**src/rtl/npc_csr_pkg.sv**
```systemverilog
// Shared definitions for the machine-mode CSR unit: address map, op encoding,
// mstatus field positions and the read-modify-write helper.
package npc_csr_pkg;

    localparam logic [11:0] CSR_MSTATUS   = 12'h300;
    localparam logic [11:0] CSR_MTVEC     = 12'h305;
    localparam logic [11:0] CSR_MSCRATCH  = 12'h340;
    localparam logic [11:0] CSR_MEPC      = 12'h341;
    localparam logic [11:0] CSR_MCAUSE    = 12'h342;
    localparam logic [11:0] CSR_MCYCLE    = 12'hB00;
    localparam logic [11:0] CSR_MINSTRET  = 12'hB02;
    localparam logic [11:0] CSR_MCYCLEH   = 12'hB80;
    localparam logic [11:0] CSR_MINSTRETH = 12'hB82;
    localparam logic [11:0] CSR_CYCLE     = 12'hC00;
    localparam logic [11:0] CSR_INSTRET   = 12'hC02;
    localparam logic [11:0] CSR_CYCLEH    = 12'hC80;
    localparam logic [11:0] CSR_INSTRETH  = 12'hC82;
    localparam logic [11:0] CSR_MVENDORID = 12'hF11;
    localparam logic [11:0] CSR_MHARTID   = 12'hF14;

    typedef enum logic [1:0] {
        CSR_OP_NONE = 2'b00,
        CSR_OP_RW   = 2'b01,
        CSR_OP_RS   = 2'b10,
        CSR_OP_RC   = 2'b11
    } csr_op_e;

    localparam int MSTATUS_MIE    = 3;
    localparam int MSTATUS_MPIE   = 7;
    localparam int MSTATUS_MPP_LO = 11;
    localparam logic [1:0] MPP_M  = 2'b11;

    // Address decode result
    typedef struct packed {
        logic mapped;
        logic ro;
    } csr_dec_t;

    function automatic logic [63:0] csr_rmw(csr_op_e op, logic [63:0] old_v, logic [63:0] wd);
        case (op)
            CSR_OP_RW: return wd;
            CSR_OP_RS: return old_v | wd;
            CSR_OP_RC: return old_v & ~wd;
            default:   return old_v;
        endcase
    endfunction

endpackage

```
**src/rtl/csr_counter64.sv**
```systemverilog
// 64-bit free-running counter with independent 32-bit half writes.
// Any half write replaces the increment for that cycle.
module csr_counter64 (
    input  logic        clk_i,
    input  logic        rst_n_i,
    input  logic        inc_i,
    input  logic        wr_lo_i,
    input  logic        wr_hi_i,
    input  logic [31:0] wdata_lo_i,
    input  logic [31:0] wdata_hi_i,
    output logic [63:0] cnt_o
);

    logic [63:0] cnt_q, cnt_d;

    always_comb begin
        cnt_d = cnt_q;
        if (wr_lo_i || wr_hi_i) begin
            cnt_d[31:0]  = wr_lo_i ? wdata_lo_i : cnt_q[31:0];
            cnt_d[63:32] = wr_hi_i ? wdata_hi_i : cnt_q[63:32];
        end else if (inc_i) begin
            cnt_d = cnt_q + 64'd1;
        end
    end

    always_ff @(posedge clk_i or negedge rst_n_i) begin
        if (!rst_n_i) cnt_q <= '0;
        else          cnt_q <= cnt_d;
    end

    assign cnt_o = cnt_q;

endmodule

```
**src/rtl/csr_unit_m.sv**
```systemverilog
// Machine-mode CSR unit: CSR read/RMW, trap entry, mret, mcycle/minstret
// counters and illegal-access detection.
module csr_unit_m
    import npc_csr_pkg::*;
#(
    parameter int              XLEN        = 32,
    parameter logic [XLEN-1:0] RESET_MTVEC = '0,
    parameter bit              HAS_CNT     = 1'b1
) (
    input  logic            clk_i,
    input  logic            rst_n_i,
    input  logic            csr_en_i,
    input  logic [1:0]      csr_op_i,
    input  logic [11:0]     csr_addr_i,
    input  logic [XLEN-1:0] csr_wdata_i,
    output logic [XLEN-1:0] csr_rdata_o,
    output logic            csr_illegal_o,
    input  logic            trap_valid_i,
    input  logic [XLEN-1:0] trap_pc_i,
    input  logic [XLEN-1:0] trap_cause_i,
    input  logic            mret_valid_i,
    input  logic            instret_inc_i,
    output logic [XLEN-1:0] trap_target_o,
    output logic [XLEN-1:0] mret_target_o,
    output logic            mstatus_mie_o
);

    logic            mie_q, mie_d, mpie_q, mpie_d;
    logic [XLEN-1:0] mtvec_q, mtvec_d, mepc_q, mepc_d;
    logic [XLEN-1:0] mcause_q, mcause_d, mscratch_q, mscratch_d;
    logic [63:0]     mcycle, minstret;

    csr_op_e         op;
    csr_dec_t        dec;
    logic [XLEN-1:0] rdata, mstatus_rd, wval;
    logic [63:0]     wval64;
    logic            wr_eff, csr_we;
    logic            cyc_wr_lo, cyc_wr_hi, ins_wr_lo, ins_wr_hi;
    logic [31:0]     cnt_wd_hi;
    logic [XLEN-1:0] tvec_base, tvec_off;

    assign op         = csr_op_e'(csr_op_i);
    assign mstatus_rd = XLEN'({MPP_M, 3'b000, mpie_q, 3'b000, mie_q, 3'b000});

    always_comb begin
        dec   = '{mapped: 1'b1, ro: 1'b0};
        rdata = '0;
        case (csr_addr_i)
            CSR_MSTATUS:  rdata = mstatus_rd;
            CSR_MTVEC:    rdata = mtvec_q;
            CSR_MSCRATCH: rdata = mscratch_q;
            CSR_MEPC:     rdata = mepc_q;
            CSR_MCAUSE:   rdata = mcause_q;
            CSR_MCYCLE, CSR_CYCLE: begin
                dec.mapped = HAS_CNT;
                dec.ro     = (csr_addr_i == CSR_CYCLE);
                rdata      = HAS_CNT ? mcycle[XLEN-1:0] : '0;
            end
            CSR_MINSTRET, CSR_INSTRET: begin
                dec.mapped = HAS_CNT;
                dec.ro     = (csr_addr_i == CSR_INSTRET);
                rdata      = HAS_CNT ? minstret[XLEN-1:0] : '0;
            end
            // Upper halves only exist when a counter does not fit in one register
            CSR_MCYCLEH, CSR_CYCLEH: begin
                dec.mapped = HAS_CNT && (XLEN == 32);
                dec.ro     = (csr_addr_i == CSR_CYCLEH);
                rdata      = dec.mapped ? XLEN'(mcycle[63:32]) : '0;
            end
            CSR_MINSTRETH, CSR_INSTRETH: begin
                dec.mapped = HAS_CNT && (XLEN == 32);
                dec.ro     = (csr_addr_i == CSR_INSTRETH);
                rdata      = dec.mapped ? XLEN'(minstret[63:32]) : '0;
            end
            CSR_MVENDORID, CSR_MHARTID: dec.ro = 1'b1;
            default: dec.mapped = 1'b0;
        endcase
    end

    assign csr_rdata_o = rdata;

    // RS/RC with a zero mask is a pure read, legal even on read-only CSRs
    assign wr_eff        = (op == CSR_OP_RW) || ((op != CSR_OP_NONE) && (csr_wdata_i != '0));
    assign csr_illegal_o = csr_en_i && (op != CSR_OP_NONE) && (!dec.mapped || (dec.ro && wr_eff));
    assign csr_we        = csr_en_i && wr_eff && !csr_illegal_o && !trap_valid_i && !mret_valid_i;

    assign wval64 = csr_rmw(op, 64'(rdata), 64'(csr_wdata_i));
    assign wval   = wval64[XLEN-1:0];

    always_comb begin
        mie_d      = mie_q;
        mpie_d     = mpie_q;
        mtvec_d    = mtvec_q;
        mepc_d     = mepc_q;
        mcause_d   = mcause_q;
        mscratch_d = mscratch_q;
        if (trap_valid_i) begin
            mepc_d   = trap_pc_i & ~XLEN'(3);
            mcause_d = trap_cause_i;
            mpie_d   = mie_q;
            mie_d    = 1'b0;
        end else if (mret_valid_i) begin
            mie_d  = mpie_q;
            mpie_d = 1'b1;
        end else if (csr_we) begin
            case (csr_addr_i)
                CSR_MSTATUS: begin
                    mie_d  = wval[MSTATUS_MIE];
                    mpie_d = wval[MSTATUS_MPIE];
                end
                CSR_MTVEC:    mtvec_d    = wval & ~XLEN'(2);
                CSR_MSCRATCH: mscratch_d = wval;
                CSR_MEPC:     mepc_d     = wval & ~XLEN'(3);
                CSR_MCAUSE:   mcause_d   = wval;
                default: ;
            endcase
        end
    end

    always_ff @(posedge clk_i or negedge rst_n_i) begin
        if (!rst_n_i) begin
            mie_q      <= 1'b0;
            mpie_q     <= 1'b0;
            mtvec_q    <= RESET_MTVEC;
            mepc_q     <= '0;
            mcause_q   <= '0;
            mscratch_q <= '0;
        end else begin
            mie_q      <= mie_d;
            mpie_q     <= mpie_d;
            mtvec_q    <= mtvec_d;
            mepc_q     <= mepc_d;
            mcause_q   <= mcause_d;
            mscratch_q <= mscratch_d;
        end
    end

    // A full-width write on XLEN=64 hits both halves at once
    assign cyc_wr_lo = csr_we && (csr_addr_i == CSR_MCYCLE);
    assign cyc_wr_hi = csr_we && ((csr_addr_i == CSR_MCYCLEH) || ((XLEN == 64) && (csr_addr_i == CSR_MCYCLE)));
    assign ins_wr_lo = csr_we && (csr_addr_i == CSR_MINSTRET);
    assign ins_wr_hi = csr_we && ((csr_addr_i == CSR_MINSTRETH) || ((XLEN == 64) && (csr_addr_i == CSR_MINSTRET)));
    assign cnt_wd_hi = (XLEN == 64) ? wval64[63:32] : wval64[31:0];

    csr_counter64 u_mcycle (
        .clk_i      (clk_i),
        .rst_n_i    (rst_n_i),
        .inc_i      (1'b1),
        .wr_lo_i    (cyc_wr_lo),
        .wr_hi_i    (cyc_wr_hi),
        .wdata_lo_i (wval64[31:0]),
        .wdata_hi_i (cnt_wd_hi),
        .cnt_o      (mcycle)
    );

    csr_counter64 u_minstret (
        .clk_i      (clk_i),
        .rst_n_i    (rst_n_i),
        .inc_i      (instret_inc_i),
        .wr_lo_i    (ins_wr_lo),
        .wr_hi_i    (ins_wr_hi),
        .wdata_lo_i (wval64[31:0]),
        .wdata_hi_i (cnt_wd_hi),
        .cnt_o      (minstret)
    );

    // Vectored mode offsets only interrupts; exceptions land on the base
    assign tvec_base     = {mtvec_q[XLEN-1:2], 2'b00};
    assign tvec_off      = XLEN'({trap_cause_i[XLEN-2:0], 2'b00});
    assign trap_target_o = (mtvec_q[0] && trap_cause_i[XLEN-1]) ? tvec_base + tvec_off : tvec_base;
    assign mret_target_o = mepc_q;
    assign mstatus_mie_o = mie_q;

endmodule
```
**config.mk**
```make
export PLATFORM = sky130hd
export DESIGN_NAME = csr_unit_m
export DESIGN_NICKNAME = d
export VERILOG_FILES = /design/src/rtl/npc_csr_pkg.sv /design/src/rtl/csr_counter64.sv /design/src/rtl/csr_unit_m.sv
export SDC_FILE = /design/constraint.sdc
export NUM_CORES = 1
export LEC_CHECK = 0
export ABC_CLOCK_PERIOD_IN_PS = 7050
export CORE_ASPECT_RATIO = 0.5
export CORE_MARGIN = 3
export CORE_UTILIZATION = 30
export DETAILED_ROUTE_END_ITERATION = 8
export PLACE_DENSITY = 0.48
export SKIP_CTS_REPAIR_TIMING = 1
export SYNTH_ARGS = -nofsm -noshare
export SYNTH_HDL_FRONTEND = slang
export SYNTH_SLANG_ARGS = --single-unit
export TNS_END_PERCENT = 1
```
**constraint.sdc**
```tcl
create_clock -name clk_i -period 7.05 [get_ports clk_i]
set_clock_uncertainty 0.15 [all_clocks]
set_input_delay 1.41 -clock clk_i [delete_from_list [all_inputs] [get_ports clk_i]]
set_output_delay 1.41 -clock clk_i [all_outputs]
set_load 0.005 [all_outputs]
```
==> results by group, run 1 <==
Placed design
  – GPL Wtd Cong: 0.9575
  – Detailed placement HPWL: 63.66 mm
  – IO buf count: 207
  – Pre-CTS WS: 0.2698 ns
  – Inst Count DP: 3205

Floorplanning
  – Die X: 351.5 µm
  – Rows: 62
  – Core Box Area: 58180 µm²
  – Number of placed I/O pins: 214
  – DIE AREA: 62840 µm²
  – Die Span Y: 178.8 µm
  – Initial Util: 0.3078

Pwr
  – Sw power: 0.001090 W
  – Register share of total power: 0.444
  – Pwr dens: 168.4 nW/µm²
  – Worst vdd ir: 0.1884 mV
  – Logic pwr share: 0.141
  – Pint: 0.002590 W
  – Sw Ratio: 0.2963
  – Leak Pwr: 8.995 nW
  – Clock group share of total power: 0.416

Clock tree
  – Clock Tree Root: clkbuf_16
  – Max Root-Sink Buffers: 3
  – Clock transition at path regs: 0.06 ns
  – CTS Buf Count: 29
  – Clock Sinks: 255
  – H-tree Lvls: 1
  – CTS tree: done
  – Worst-Skew Late Latency: 0.58 ns

Worst setup path
  – Reg-to-Reg Start: u_mcycle.cnt_o[18]$_DFFE_PN0P_
  – Critical path required time: 5.49 ns
  – Startpoint class of the critical path: input port
  – WS Path Type: input port to primary output
  – R2R setup slack: 2.64 ns
  – R2r endpoint: u_mcycle.cnt_o[57]$_DFFE_PN0P_
  – Crit path DAT: 5.22 ns
  – CP Capture Type: primary output
  – Crit-path max FO: 5
  – Reg2Reg Depth: 8

Timing
  – Slew Limit Fails: 0
  – Final Hold Viols: 0
  – Maximum clock rate: 147.6 MHz
  – RSZ-0062 raised after global routing: false
  – Fin worst setup slack: 0.2743 ns
  – Setup TNS: 0 ns
  – Min Tclk post-route: 6.776 ns
  – Setup-failing EPs final: 0
  – Least-Margin Pin Slew: 1.169 ns
  – Normalized max-slew margin: 0.2138
  – Final Cycle Share: 0.9611

Global routing
  – GRT overflow: 0
  – Pin count of the biggest net entering global routing: 131
  – Antenna violations before repair: 4
  – First-pass GRT wire length: 122.3 mm
  – Gr usage total: 0.2613
  – Number of global-route vias before repair: 17520

Outcome
  – Status: completed

Hold path
  – Hold Startpoint: mscratch_q[17]$_DFFE_PN0P_
  – HP Class: register to register
  – WHS Path Cells: 1
  – Hold endpoint: mscratch_q[17]$_DFFE_PN0P_

Routing
  – DRC Markers: 0
  – DR pass1 iterations: 9
  – Via count: 19210
  – Vias/cell: 5.895
  – WL final: 84.82 mm
  – Routed Antenna Nets: 0
  – DRT iter0 DRCs: 2392
  – Routed wire per std cell: 26.03 µm

Synth
  – Netlist cell types: 78
  – Synthesis warning total: 0
  – Cells after Synth: 2321
  – Post-synth EDFFs: 0
  – Ys async rst share: 1.000
  – Synth Cell Area: 17910 µm²
  – Syn_area_per_cell: 7.715 µm²
  – Cell taking the most area after synthesis: dfrtp_1
  – Seq/Total Area, Yosys: 0.3563
  – Most common cell in the synthesized netlist: a21oi_1
  – Most common library cells after synthesis: 341 x a21oi_1, 310 x nand2_1, 255 x dfrtp_1
  – Top cells by area, synth: dfrtp_1 36%, a21oi_1 9.5%, nand2_1 6.5%, o21ai_0 6.2%, nor2_1 4.5%
  – Most used DFF post-synth: dfrtp_1
  – Yosys reg bits: 255
  – Synth top area share: 0.3563

Layout
  – Area Overhead vs Synth: 22.04%
  – Share of layout cells above drive strength 1: 0.07559
  – Nets: 2616
  – Non-filler cells, final: 3258

Run
  – Max-cap violation count: 0
logic make-up (layout without fill, tap and decap cells):
group | count (synthesis) | count (layout) | synth area share
AND/OR/NAND/NOR | 890 | 890 | 0.2360
buffers and inverters | 206 | 369 | 0.04500
flip-flops | 255 | 255 | 0.3563
adder cells (fa/ha/maj) | 32 | 32 | 0.02278
AO/OA/AOI/OAI | 805 | 805 | 0.2661
other | 1 | 7 | 0.0002094
multiplexers | 88 | 88 | 0.05198
XOR/XNOR | 44 | 44 | 0.02152
worst max path at each step:
stage                         start           endpoint  slack, ns  cells past startpoint
floorplan           trap_cause_i[0]  trap_target_o[30]       1.63                     12
global placement    trap_cause_i[0]  trap_target_o[30]       0.22                     15
detailed placement  trap_cause_i[0]  trap_target_o[30]       0.27                     15
CTS                 trap_cause_i[0]  trap_target_o[30]       0.25                     15
global route        trap_cause_i[0]  trap_target_o[30]       0.07                     15
finish              trap_cause_i[0]  trap_target_o[30]       0.27                     15
stage by stage:
stage	total power, W	util	area, µm²	hold WS [ns]
floorplan	0.001853	-	17920	0.3267
CTS	0.003691	0.3755	21850	0.3592
detailed placement	0.002162	0.3598	20940	0.3433
global placement	0.002157	0.3598	20940	0.3350
global route	0.003807	0.3756	21850	0.3727
finish	0.003680	0.3756	21850	0.3562
registers in the layout, summed over array words and instances, names as in the netlist:
signal            cells
mstatus_mie_o         1
mtvec_q              31
u_minstret.cnt_o     64
u_mcycle.cnt_o       64
mret_target_o        30
mpie_q                1
mscratch_q           32
mcause_q             32
power groups by stage:
| stage | clock network [W] | logic [W] | registers (W) |
|---|---|---|---|
| floorplan | 0 | 0.000240 | 0.00161 |
| global placement | 0 | 0.000505 | 0.00165 |
| detailed placement | 0 | 0.000509 | 0.00165 |
| CTS | 0.00155 | 0.000511 | 0.00163 |
| global route | 0.00161 | 0.000560 | 0.00164 |
| finish | 0.00153 | 0.000517 | 0.00163 |
layer usage:
| layer | wire [µm] | up-vias | track usage | part of all wire |
|---|---|---|---|---|
| met1 | 39400 | 9381 | 0.3984 | 0.46 |
| met3 | 7652 | 116 | 0.03958 | 0.090 |
| met5 | 9 | - | 0 | 0.00011 |
| li1 | - | 8817 | - | - |
| met4 | 2288 | 2 | 0.06071 | 0.027 |
| met2 | 35470 | 889 | 0.3834 | 0.42 |
area by class of cell:
| type | instances | area (µm²) |
|---|---|---|
| multi-input combinational | 1863 | 10790 |
| antenna | 3 | 7.507 |
| inverter | 47 | 176.4 |
| clock buffer | 39 | 823.3 |
| sequential | 255 | 6381 |
| tap | 768 | 960.9 |
| timing repair buffer | 272 | 2628 |
| fill | 6053 | 36330 |
| clock inverter | 11 | 86.33 |
cells in the final DEF, fill, tap and decap left out, types with 9 or more instances in the layout:
master           count
mux2i_1             48
a22oi_1             32
nor3b_1             10
a221oi_1            26
clkbuf_16           29
a22o_1              23
and3_1              53
dfrtp_1            255
and4_1              13
clkdlybuf4s50_1    203
o22ai_1             23
nand2_1            307
nor2b_1             19
o21a_1              12
mux2_2              40
xnor2_1             34
inv_1               47
a21o_1              11
nand3_1             93
a31oi_1             17
o22a_1              10
o21ai_0            221
nor2_1             216
buf_4               60
ha_1                31
a222oi_1            24
nor3_1              35
a211oi_1             9
a21oi_1            341
xor2_1              10
and2_1              18
nand4_1             49
or3_1                9
nor4_1              18
worst max-delay path: stages:
cell             delay [ns]
clkdlybuf4s50_1        0.52
ha_1                   0.23
inv_1                  0.07
fa_1                   0.41
nor2b_1                0.13
o21a_1                 0.14
o21ai_0                0.13
a21oi_1                0.27
nor4_1                 0.13
o31ai_1                0.27
buf_4                  0.19
a21oi_1                0.10
or4b_2                 0.61
nand3_1                0.09
clkdlybuf4s50_1        0.52
No activity file was read; power rests on OpenSTA's default activity.
==> run 2: changes to the inputs <==
Settings changed: CTS_CLUSTER_SIZE set to 40.
==> results of run 2 <==
No change in the layout: final DEF, timing and power equal those of run 1.
